===== src/rtl/cdma_pkg.sv =====
// Shared constants and types for the 4-user CDMA link.
// Contents:
//   - user count, code length and word size
//   - the legal maximum of the chip-sum stream
//   - the four orthogonal spreading codes
//   - the receiver FSM state type
//   - the chip-sum to signed chip-metric mapping
// The transmitter's pn_sequence uses the same SPREAD_CODES table, so both
// ends of the link agree on which code belongs to which user.
package cdma_pkg;

    localparam int NUM_USERS     = 4;
    localparam int CHIPS_PER_BIT = 4;
    localparam int BITS_PER_WORD = 4;
    localparam int ACC_W         = 6;
    localparam int METRIC_W      = 4;
    localparam int CNT_W         = 2;

    localparam logic [7:0]       CHIP_SUM_MAX = 8'd4;
    localparam logic [CNT_W-1:0] LAST_CHIP    = 2'd3;
    localparam logic [CNT_W-1:0] LAST_BIT     = 2'd3;

    typedef logic [CHIPS_PER_BIT-1:0] code_t;

    // Bit i of each code is chip i. Index 0 is user1.
    // In chip order (chip 0 first):
    //   user1 = 0000, user2 = 0101, user3 = 0011, user4 = 0110
    localparam code_t [NUM_USERS-1:0] SPREAD_CODES = {4'b0110, 4'b1100, 4'b1010, 4'b0000};

    typedef enum logic {
        ST_IDLE = 1'b0,
        ST_RUN  = 1'b1
    } state_t;

    // The chip sum counts users sending '1'. This returns the bipolar sum
    // (+1 per '0' chip, -1 per '1' chip), i.e. 4 - 2*sum.
    // Sums above the legal maximum are treated as the maximum.
    function automatic logic signed [METRIC_W-1:0] chip_metric(input logic [7:0] chip_sum);
        logic signed [METRIC_W-1:0] m;
        if (chip_sum > CHIP_SUM_MAX) begin
            m = -4'sd4;
        end else begin
            case (chip_sum[2:0])
                3'd0:    m = 4'sd4;
                3'd1:    m = 4'sd2;
                3'd2:    m = 4'sd0;
                3'd3:    m = -4'sd2;
                default: m = -4'sd4;
            endcase
        end
        return m;
    endfunction

endpackage


===== src/rtl/cdma_if.sv =====
// Chip-stream and word-output bundle between the CDMA chip source and the
// receiver.
// Modports:
//   master : drives spread_in, in_valid and sof; observes the results.
//   slave  : the receiver; consumes the chip stream and drives
//            user1..4_data, out_valid, bit_err and frame_err.
interface cdma_if;

    logic [7:0] spread_in;
    logic       in_valid;
    logic       sof;
    logic [3:0] user1_data;
    logic [3:0] user2_data;
    logic [3:0] user3_data;
    logic [3:0] user4_data;
    logic       out_valid;
    logic       bit_err;
    logic       frame_err;

    modport master (
        output spread_in, in_valid, sof,
        input  user1_data, user2_data, user3_data, user4_data,
        input  out_valid, bit_err, frame_err
    );

    modport slave (
        input  spread_in, in_valid, sof,
        output user1_data, user2_data, user3_data, user4_data,
        output out_valid, bit_err, frame_err
    );

endinterface


===== src/rtl/cdma_correlator.sv =====
// One user's despreading correlator.
// Accumulates +/- chip metric according to the user's code bit and decides
// the data bit on the last chip of each bit period.
// Ports:
//   clk, rst  : clock, synchronous active-high reset
//   metric    : signed chip metric for the current chip
//   code_bit  : this user's code bit for the current chip position
//   strobe    : the current chip is accepted
//   last      : the current chip is the last chip of a bit (acc clears)
//   clear     : the current chip starts a new frame (old acc discarded)
//   bit_out   : decided bit (total < 0 -> 1); meaningful with strobe & last
//   amb_out   : total == 0; meaningful with strobe & last
module cdma_correlator
    import cdma_pkg::*;
(
    input  logic                       clk,
    input  logic                       rst,
    input  logic signed [METRIC_W-1:0] metric,
    input  logic                       code_bit,
    input  logic                       strobe,
    input  logic                       last,
    input  logic                       clear,
    output logic                       bit_out,
    output logic                       amb_out
);

    logic signed [ACC_W-1:0] acc_r;
    logic signed [ACC_W-1:0] base_s;
    logic signed [ACC_W-1:0] ext_s;
    logic signed [ACC_W-1:0] total_s;

    // Running total including the current chip; a frame start ignores stale acc.
    always_comb begin
        base_s  = clear ? {ACC_W{1'b0}} : acc_r;
        ext_s   = {{(ACC_W-METRIC_W){metric[METRIC_W-1]}}, metric};
        total_s = code_bit ? (base_s - ext_s) : (base_s + ext_s);
        bit_out = total_s[ACC_W-1];
        amb_out = (total_s == {ACC_W{1'b0}});
    end

    // Accumulator register: restarts after each decided bit.
    always_ff @(posedge clk) begin
        if (rst) begin
            acc_r <= {ACC_W{1'b0}};
        end else if (strobe) begin
            acc_r <= last ? {ACC_W{1'b0}} : total_s;
        end else begin
            acc_r <= acc_r;
        end
    end

endmodule


===== src/rtl/cdma_receiver.sv =====
// 4-user CDMA despreader.
// Takes the chip-sum stream, correlates it against every user's code,
// decides one bit per 4 chips and assembles one 4-bit word per user per
// 16-chip frame.
// Ports:
//   clk, rst : clock, synchronous active-high reset
//   bus      : cdma_if.slave
//              in : spread_in, in_valid, sof
//              out: user1..4_data, out_valid, bit_err, frame_err
//              All outputs are registered and appear one cycle after the
//              chip that caused them.
module cdma_receiver
    import cdma_pkg::*;
(
    input  logic   clk,
    input  logic   rst,
    cdma_if.slave  bus
);

    state_t                                        state_r;
    logic [CNT_W-1:0]                              chip_cnt_r;
    logic [CNT_W-1:0]                              bit_cnt_r;
    logic [NUM_USERS-1:0][BITS_PER_WORD-1:0]       sipo_r;
    logic [NUM_USERS-1:0][BITS_PER_WORD-1:0]       user_data_r;
    logic                                          out_valid_r;
    logic                                          bit_err_r;
    logic                                          frame_err_r;

    logic                                          start_s;
    logic                                          proc_s;
    logic                                          abort_s;
    logic [CNT_W-1:0]                              pos_chip_s;
    logic [CNT_W-1:0]                              pos_bit_s;
    logic                                          last_chip_s;
    logic                                          frame_done_s;
    logic                                          range_err_s;
    logic signed [METRIC_W-1:0]                    metric_s;
    logic [NUM_USERS-1:0]                          code_bit_s;
    logic [NUM_USERS-1:0]                          dec_bit_s;
    logic [NUM_USERS-1:0]                          amb_s;
    logic [NUM_USERS-1:0][BITS_PER_WORD-1:0]       next_word_s;

    // Frame position of the current chip; a sof chip is always chip 0 of bit 0.
    always_comb begin
        start_s  = bus.in_valid & bus.sof;
        proc_s   = bus.in_valid & (bus.sof | (state_r == ST_RUN));
        abort_s  = start_s & (state_r == ST_RUN) &
                   ((chip_cnt_r != 2'd0) | (bit_cnt_r != 2'd0));
        if (start_s) begin
            pos_chip_s = 2'd0;
            pos_bit_s  = 2'd0;
        end else begin
            pos_chip_s = chip_cnt_r;
            pos_bit_s  = bit_cnt_r;
        end
        last_chip_s  = proc_s & (pos_chip_s == LAST_CHIP);
        frame_done_s = last_chip_s & (pos_bit_s == LAST_BIT);
        range_err_s  = proc_s & (bus.spread_in > CHIP_SUM_MAX);
        metric_s     = chip_metric(bus.spread_in);
        for (int k = 0; k < NUM_USERS; k++) begin
            code_bit_s[k]  = SPREAD_CODES[k][pos_chip_s];
            next_word_s[k] = {sipo_r[k][BITS_PER_WORD-2:0], dec_bit_s[k]};
        end
    end

    for (genvar k = 0; k < NUM_USERS; k++) begin : g_corr
        cdma_correlator u_corr (
            .clk      (clk),
            .rst      (rst),
            .metric   (metric_s),
            .code_bit (code_bit_s[k]),
            .strobe   (proc_s),
            .last     (last_chip_s),
            .clear    (start_s),
            .bit_out  (dec_bit_s[k]),
            .amb_out  (amb_s[k])
        );
    end

    // Frame FSM, chip/bit counters, SIPOs and registered outputs.
    always_ff @(posedge clk) begin
        if (rst) begin
            state_r     <= ST_IDLE;
            chip_cnt_r  <= 2'd0;
            bit_cnt_r   <= 2'd0;
            sipo_r      <= {(NUM_USERS*BITS_PER_WORD){1'b0}};
            user_data_r <= {(NUM_USERS*BITS_PER_WORD){1'b0}};
            out_valid_r <= 1'b0;
            bit_err_r   <= 1'b0;
            frame_err_r <= 1'b0;
        end else begin
            out_valid_r <= frame_done_s;
            bit_err_r   <= range_err_s | (last_chip_s & (|amb_s));
            frame_err_r <= abort_s;
            if (proc_s) begin
                if (frame_done_s) begin
                    state_r     <= ST_IDLE;
                    chip_cnt_r  <= 2'd0;
                    bit_cnt_r   <= 2'd0;
                    user_data_r <= next_word_s;
                end else begin
                    state_r    <= ST_RUN;
                    chip_cnt_r <= pos_chip_s + 2'd1;
                    bit_cnt_r  <= last_chip_s ? (pos_bit_s + 2'd1) : pos_bit_s;
                end
                // Partial bits of an aborted frame are shifted out by the new frame.
                if (last_chip_s) begin
                    sipo_r <= next_word_s;
                end
            end
        end
    end

    assign bus.user1_data = user_data_r[0];
    assign bus.user2_data = user_data_r[1];
    assign bus.user3_data = user_data_r[2];
    assign bus.user4_data = user_data_r[3];
    assign bus.out_valid  = out_valid_r;
    assign bus.bit_err    = bit_err_r;
    assign bus.frame_err  = frame_err_r;

endmodule


===== src/flat_wrapper.sv =====
// flat-port wrapper written by rule: the top's interface ports become plain ports
module cdma_receiver_flat import cdma_pkg::*;
  (clk, rst, bus_spread_in, bus_in_valid, bus_sof, bus_user1_data, bus_user2_data, bus_user3_data, bus_user4_data, bus_out_valid, bus_bit_err, bus_frame_err);
  cdma_if bus_i ();
  input  logic clk;
  input  logic rst;
  input wire logic [$bits(bus_i.spread_in)-1:0] bus_spread_in;
  input wire logic [$bits(bus_i.in_valid)-1:0] bus_in_valid;
  input wire logic [$bits(bus_i.sof)-1:0] bus_sof;
  output wire logic [$bits(bus_i.user1_data)-1:0] bus_user1_data;
  output wire logic [$bits(bus_i.user2_data)-1:0] bus_user2_data;
  output wire logic [$bits(bus_i.user3_data)-1:0] bus_user3_data;
  output wire logic [$bits(bus_i.user4_data)-1:0] bus_user4_data;
  output wire logic [$bits(bus_i.out_valid)-1:0] bus_out_valid;
  output wire logic [$bits(bus_i.bit_err)-1:0] bus_bit_err;
  output wire logic [$bits(bus_i.frame_err)-1:0] bus_frame_err;
  assign bus_i.spread_in = bus_spread_in;
  assign bus_i.in_valid = bus_in_valid;
  assign bus_i.sof = bus_sof;
  assign bus_user1_data = bus_i.user1_data;
  assign bus_user2_data = bus_i.user2_data;
  assign bus_user3_data = bus_i.user3_data;
  assign bus_user4_data = bus_i.user4_data;
  assign bus_out_valid = bus_i.out_valid;
  assign bus_bit_err = bus_i.bit_err;
  assign bus_frame_err = bus_i.frame_err;
  cdma_receiver u_core (.clk(clk), .rst(rst), .bus(bus_i));
endmodule

===== config.mk =====
export PLATFORM = sky130hd
export DESIGN_NAME = cdma_receiver_flat
export DESIGN_NICKNAME = d
export VERILOG_FILES = /design/src/rtl/cdma_pkg.sv /design/src/rtl/cdma_if.sv /design/src/rtl/cdma_correlator.sv /design/src/rtl/cdma_receiver.sv /design/src/flat_wrapper.sv
export SDC_FILE = /design/constraint.sdc
export NUM_CORES = 1
export LEC_CHECK = 0
export CAP_MARGIN = 20
export CORE_AREA = 8 8 100 93
export CTS_BUF_LIST = sky130_fd_sc_hd__clkbuf_4
export CTS_CLUSTER_DIAMETER = 40
export CTS_CLUSTER_SIZE = 24
export DETAILED_ROUTE_END_ITERATION = 12
export DIE_AREA = 0 0 108 101
export PLACE_DENSITY_LB_ADDON = 0.15
export RECOVER_POWER = 50
export SLEW_MARGIN = 10
export SYNTH_ARGS = -nofsm -noshare
export SYNTH_HDL_FRONTEND = slang
export SYNTH_SLANG_ARGS = --single-unit

===== constraint.sdc =====
create_clock -name clk -period 11.5 [get_ports clk]
set_clock_uncertainty 0.2 [all_clocks]
set_input_delay 1.725 -clock clk [delete_from_list [all_inputs] [get_ports clk]]
set_output_delay 1.725 -clock clk [all_outputs]
set_load 0.02 [all_outputs]

After elaboration in Yosys (flattened, before gate mapping)
Cells that the tools add are included.
Word-level totals
  output and inout port bits: 19
  register bits: 60
Cells by class
  order comparisons: 2
  bitwise gates (word level): 11
  equality and inequality tests: 5
  $add $sub $neg: 10
  reduce and logical (&&, ||, !) cells: 10
  muxes and demuxes: 28
Operators with widths (count)
  6-bit two-way mux: 12
  6-bit by 4-bit adder with 6-bit output: 4
  6-bit zero test: 4
  6-bit by 4-bit subtractor with 6-bit output: 4
  4-bit one-hot mux with 4 select lines: 1
  2-bit two-way mux: 5
  1-bit AND: 8
  1-bit binary-select mux with 2-bit select: 4
  8-bit by 3-bit > comparator with 1-bit output (second input constant): 1
  3-bit by 2-bit == test with 1-bit output (second input constant): 2
  1-bit two-way mux: 5
  2-bit by 1-bit adder with 2-bit output (second input constant): 2
  2-bit == test (second input constant): 2
  4-bit two-way mux: 1
  2-bit AND reduction: 2
  2-bit nonzero test: 2
  4-bit OR reduction: 1
  3-bit by 1-bit == test with 1-bit output (second input constant): 1
  3-bit zero test: 1
  2-bit by 3-bit < comparator with 1-bit output (second input constant): 1
  1-bit OR: 3

Logic depth before layout (Yosys ltp)
  depth in word-level cells: 9
  depth in mapped cells: 16

Hierarchy
Synthesis repeated with hierarchy kept, for this count alone.
Second synthesis, totals
  cells, all modules: 462
  area total of the unflattened synthesis: 3811.2 um2
By module, submodules not included
  cdma_correlator: sequential area each 120.1 um2, area an instance 595.6 um2, cells an instance 72, instances 4
  cdma_receiver: sequential area each 720.7 um2, area an instance 1428.9 um2, cells an instance 174, instances 1

Least setup slack after synthesis
No wires, ideal clock.
  path kind: input-to-reg
  start point: input port bus_spread_in[4]
  end point: register u_core.bit_err_r, in the netlist u_core.bus.bit_err
  stages on the path: 14
  buffers on the path: 0
  setup slack: 6.290 ns
  arrival: 4.936 ns
  path through: or4_1 > or3_2 > nor2_1 > ha_1 > inv_1 > ha_1 > nand2_1 > o21ai_0 > ha_1 > o21a_1 > o21ai_0 > and4_4 > or4_1 > a31oi_1
On the way
  word-level cells in the longest chain between the ends: 8
Ends and longest elaborated chain
  from (decl): line flat_wrapper.sv:7  | input wire logic [$bits(bus_i.spread_in)-1:0] bus_spread_in;
  8-bit by 3-bit > comparator with 1-bit output *: line cdma_pkg.sv:40, cdma_receiver.sv:58
  4-bit two-way mux: line cdma_pkg.sv:40  | if (chip_sum > CHIP_SUM_MAX) begin
  6-bit by 4-bit adder with 6-bit output or 6-bit by 4-bit subtractor with 6-bit output (tied branches): line cdma_correlator.sv:36  | total_s = code_bit ? (base_s - ext_s) : (base_s + ext_s);
  6-bit two-way mux: line cdma_correlator.sv:36
  6-bit zero test: line cdma_correlator.sv:38  | amb_out = (total_s == {ACC_W{1'b0}});
  4-bit OR reduction: line cdma_receiver.sv:93  | bit_err_r <= range_err_s | (last_chip_s & (|amb_s));
  1-bit AND: line cdma_receiver.sv:93
  1-bit OR *: line cdma_receiver.sv:93
  to (signal assigned): line cdma_receiver.sv:93
  to (decl): line cdma_receiver.sv:26  | logic bit_err_r;
Every way passes the cells marked *; elsewhere a longest branch is shown, timed or not.
A chain may end at the register's enable or synchronous reset.

Final worst setup path
  start point: input port bus_in_valid
  end point: register u_core.chip_cnt_r[0]
On the way
  word-level cells in the longest chain between the ends: 6
Ends and longest elaborated chain
  from (decl): line flat_wrapper.sv:8  | input wire logic [$bits(bus_i.in_valid)-1:0] bus_in_valid;
  1-bit AND: line cdma_receiver.sv:45  | start_s = bus.in_valid & bus.sof;
  2-bit two-way mux: line cdma_receiver.sv:49  | if (start_s) begin
  2-bit == test: line cdma_receiver.sv:56  | last_chip_s = proc_s & (pos_chip_s == LAST_CHIP);
  1-bit AND: line cdma_receiver.sv:56
  1-bit AND: line cdma_receiver.sv:57  | frame_done_s = last_chip_s & (pos_bit_s == LAST_BIT);
  2-bit two-way mux: line cdma_receiver.sv:96  | if (frame_done_s) begin
  to (signal assigned): line cdma_receiver.sv:103  | chip_cnt_r <= pos_chip_s + 2'd1;
  to (decl): line cdma_receiver.sv:21  | logic [CNT_W-1:0] chip_cnt_r;
Several ways; a longest one is shown, not always the timed one.

==> metrics.md <==
| Metric | Value |
|---|---|
| TNS Setup | 0 ps |
| Status | completed |
| Layout net count | approximately 500 |
| EDFF count, synth | 0 |
| Final Core Density | 50.0% |
| Pin count of the biggest net entering global routing | between 50 and 60 |
| CP bufs+invs | 4 |
| CTS tree | built |
| Synth-to-layout area growth | 16.2% |
| H-tree Lvls | 3 |
| Final ANT Viol Nets | 0 |
| Hold_buf cts | 0 |
| Final std cells w/o fill | 558 |
| Clk_lat worst skew | between 400 and 500 ps |
| HP Class | flip-flop to flip-flop |
| Clk network pwr share | about two fifths |
| Achievable frequency | 150 MHz |
| Worst slew margin relative to its limit | under 10% |
| Via count of the routed design | roughly 3,000 |
| WL/cell | around 15 um |
| Synth area leaders | dfxtp_1 (36%), ha_1 (9.0%), nand2_1 (8.8%) |
| Switching power | ~140 uW |
| Post-CTS sizing | 0 |
| CP Data Required Time | between 10,000 and 15,000 ps |
| Max stage delay cell, worst path | clkbuf_1 |
| Worst-path clk slew | 110 ps |
| Port-buffer cells | 30 |
| DR vias/cell | 5.30 |
| Main synth FF type | dfxtp_1 |
| Setup crit start kind | input pin |
| Syn nets | 469 |
| ANT cells | 0 |
| CP top delay family | buffers and inverters |
| Aggregate global routing overflow | 0 |
| DRC viols | 0 |
| CTS Buffer Depth | 2 |
| Post-placement cell count | 542 |
| Critical path's largest stage delay | about 1100 ps |
| Worst-path fanout max | 36 |
| Final hold violations | 0 |
| Final setup fails | 0 |
| Final wirelength | 8.18 mm |
| Row count | 31 |
| Pwr Density | approximately 130 nW/um2 |
| Routability Congestion | 0.870 |
| Cells after synthesis | between 400 and 500 |
| Multi-input logic area | around 2000 um2 |
| Final period util | 58.1% |
| Sink Count | 60 |
| Pleak | about 1.6 nW |
| Worst-path cell chain | dlygate4sd3_1, nand2_1, clkbuf_1, nand2_1, inv_1, ha_1, inv_1, nor2_1, nand2_1, o211ai_1, a21oi_1 |
| Total iterations of the first detailed-routing run | 4 |
| Asr flop ratio synth | 0% |
| Root Driver | clkbuf_4 |
| Internal | 360 uW |
| Max VDD drop | 0.0772 mV |
| Most Frequent Cell on Critical Path | nand2_1 |
| Max capacitance violation total | 0 |
| Cell area after synthesis | approximately 3300 um2 |
| Die Y | 101 um |
| Ports | 31 |
| Synth top area share | 36.2% |
| Total power | 500 uW |
| Die footprint | 10,900 um2 |
| Critical Setup Path Class | input pin to flip-flop |
| Share of cells above drive strength 1 | between 6 and 7% |
| Storage cell area | ~1200 um2 |
| Synth Warn # | 0 |
| GRT Util Overall | roughly 16% |
| CP arrival | 6750 ps |
| Combinational power share | 17.1% |
| Syn_area_per_cell | approximately 7.7 um2 |
| FF+latch count, synth | 60 |
| Hpwl dp | between 5 and 6 mm |
| Sequential area share after synthesis | between 30% and 40% |
| Min cycle time layout | roughly 6700 ps |
| Part of the power in registers | 43.9% |
| Area leader, netlist | dfxtp_1 |
| Layout fillers | 760 |
| Hold slack final | around 250 ps |
| RSZ-0062 raised after global routing | false |
| Netlist cell types | 46 |
| Core ar. | a little under 8000 um2 |
| Cts bufs inserted | 9 |
| Post-CTS setup buffers | 0 |
| Vias in the first global route | 2,899 |
| Initial antenna violation count | 0 |
| Initial Util | 43.0% |
| Slew Limit Fails | 0 |
| Switch share | 27.9% |
| Slew @ Worst Pin | about 1500 ps |
| Die W | between 100 and 150 um |
| First-iteration detailed-routing DRC count | ~190 |
| Setup crit end kind | flip-flop |
| First-pass GRT wire length | 14.0 mm |
[through the flow]
step | setup slack (ps) | cell area (um2)
global route | 4380 | 3860
detailed placement | 5460 | 3680
finish | 4820 | 3860
floorplan | 6290 | 3320
CTS | 5910 | 3860
global placement | 5500 | 3680
[final timing paths]
path | slack [ps] | startpoint | depth (start not counted) | end
hold / removal | 250 | u_core.g_corr[3].u_corr.acc_r[4]$_SDFFE_PP0P_ | 2 | u_core.g_corr[3].u_corr.acc_r[4]$_SDFFE_PP0P_
setup reg to reg | 7740 | u_core.chip_cnt_r[1]$_SDFFE_PP0P_ | 8 | u_core.chip_cnt_r[0]$_SDFFE_PP0P_
hold reg to reg | 250 | u_core.g_corr[3].u_corr.acc_r[4]$_SDFFE_PP0P_ | 2 | u_core.g_corr[3].u_corr.acc_r[4]$_SDFFE_PP0P_
setup / recovery | 4820 | bus_in_valid | 11 | u_core.chip_cnt_r[0]$_SDFFE_PP0P_
[final cells by class]
type	instances	share of cell area [%]
well taps	99	3.21
multi-input cells	332	51.0
inverters	18	1.75
clock inverters	7	2.99
repair buffers	33	8.14
flip-flops and latches	60	31.1
clock buffers	9	1.75
[cells by family after synthesis]
| kind of cell | synth area share (%) |
|---|---|
| multiplexers | 1.43 |
| XOR/XNOR | 3.43 |
| AND/OR/NAND/NOR | 25.8 |
| adder cells (fa/ha/maj) | 9.05 |
| AO/OA/AOI/OAI | 19.4 |
| buffers and inverters | 4.67 |
| flip-flops | 36.2 |
[power groups by stage]
stage / Sequential, mW / Clock (mW) / Combinational, mW
after global placement: 0.224 / 0 / 0.0836
after CTS: 0.219 / 0.202 / 0.0857
after global routing: 0.221 / 0.210 / 0.0960
after detailed placement: 0.224 / 0 / 0.0851
final: 0.219 / 0.195 / 0.0855
after floorplan: 0.222 / 0 / 0.0653
[synth_stat cells (2+ instances only)]
cell,number
o21a_1,10
mux2_2,2
o211ai_1,3
xor2_1,6
inv_1,18
o21ai_0,16
xnor2_1,7
and3_1,5
dfxtp_1,60
nor3_1,16
a21boi_0,2
nand2_1,78
clkbuf_1,22
ha_1,24
a211oi_1,5
nor3b_1,2
a21oi_1,50
nand3_1,4
or4_1,2
nor2b_1,6
and2_1,15
or3_1,2
a22oi_1,8
nor2_1,43
nand3b_1,2
a31oi_1,5
[flip-flops by register name, summed over array words and instances (netlist names), 2 cells and up]
name / count
u_core.bit_cnt_r: 2
u_core.bus.user1_data: 4
u_core.bus.user2_data: 4
u_core.bus.user3_data: 4
u_core.bus.user4_data: 4
u_core.chip_cnt_r: 2
u_core.g_corr.u_corr.acc_r: 24
u_core.next_word_s: 12
[routing by layer]
| layer | global-route usage (%) | part of all wire, % | up-vias |
|---|---|---|---|
| met1 | 21.5 | 50 | 1356 |
| li1 | - | - | 1532 |
| met5 | 0 | 0 | - |
| met2 | 24.0 | 45 | 55 |
| met4 | 7.04 | 1.6 | 0 |
| met3 | 3.58 | 3.8 | 14 |
[cell usage in the layout (no fill, tap or decap), drive strengths merged, types with 15 or more instances in the layout]
master	instances
a21oi	50
and2	15
dfxtp	60
dlygate4sd3	20
ha	24
inv	18
nand2	79
nor2	43
nor3	16
o21ai	17
[worst min-delay path: stages, from the launching register on]
cell and delay [ps]:
dfxtp_1 320, nand2_1 50, a21oi_1 50
No activity file was read; power rests on OpenSTA's default activity.
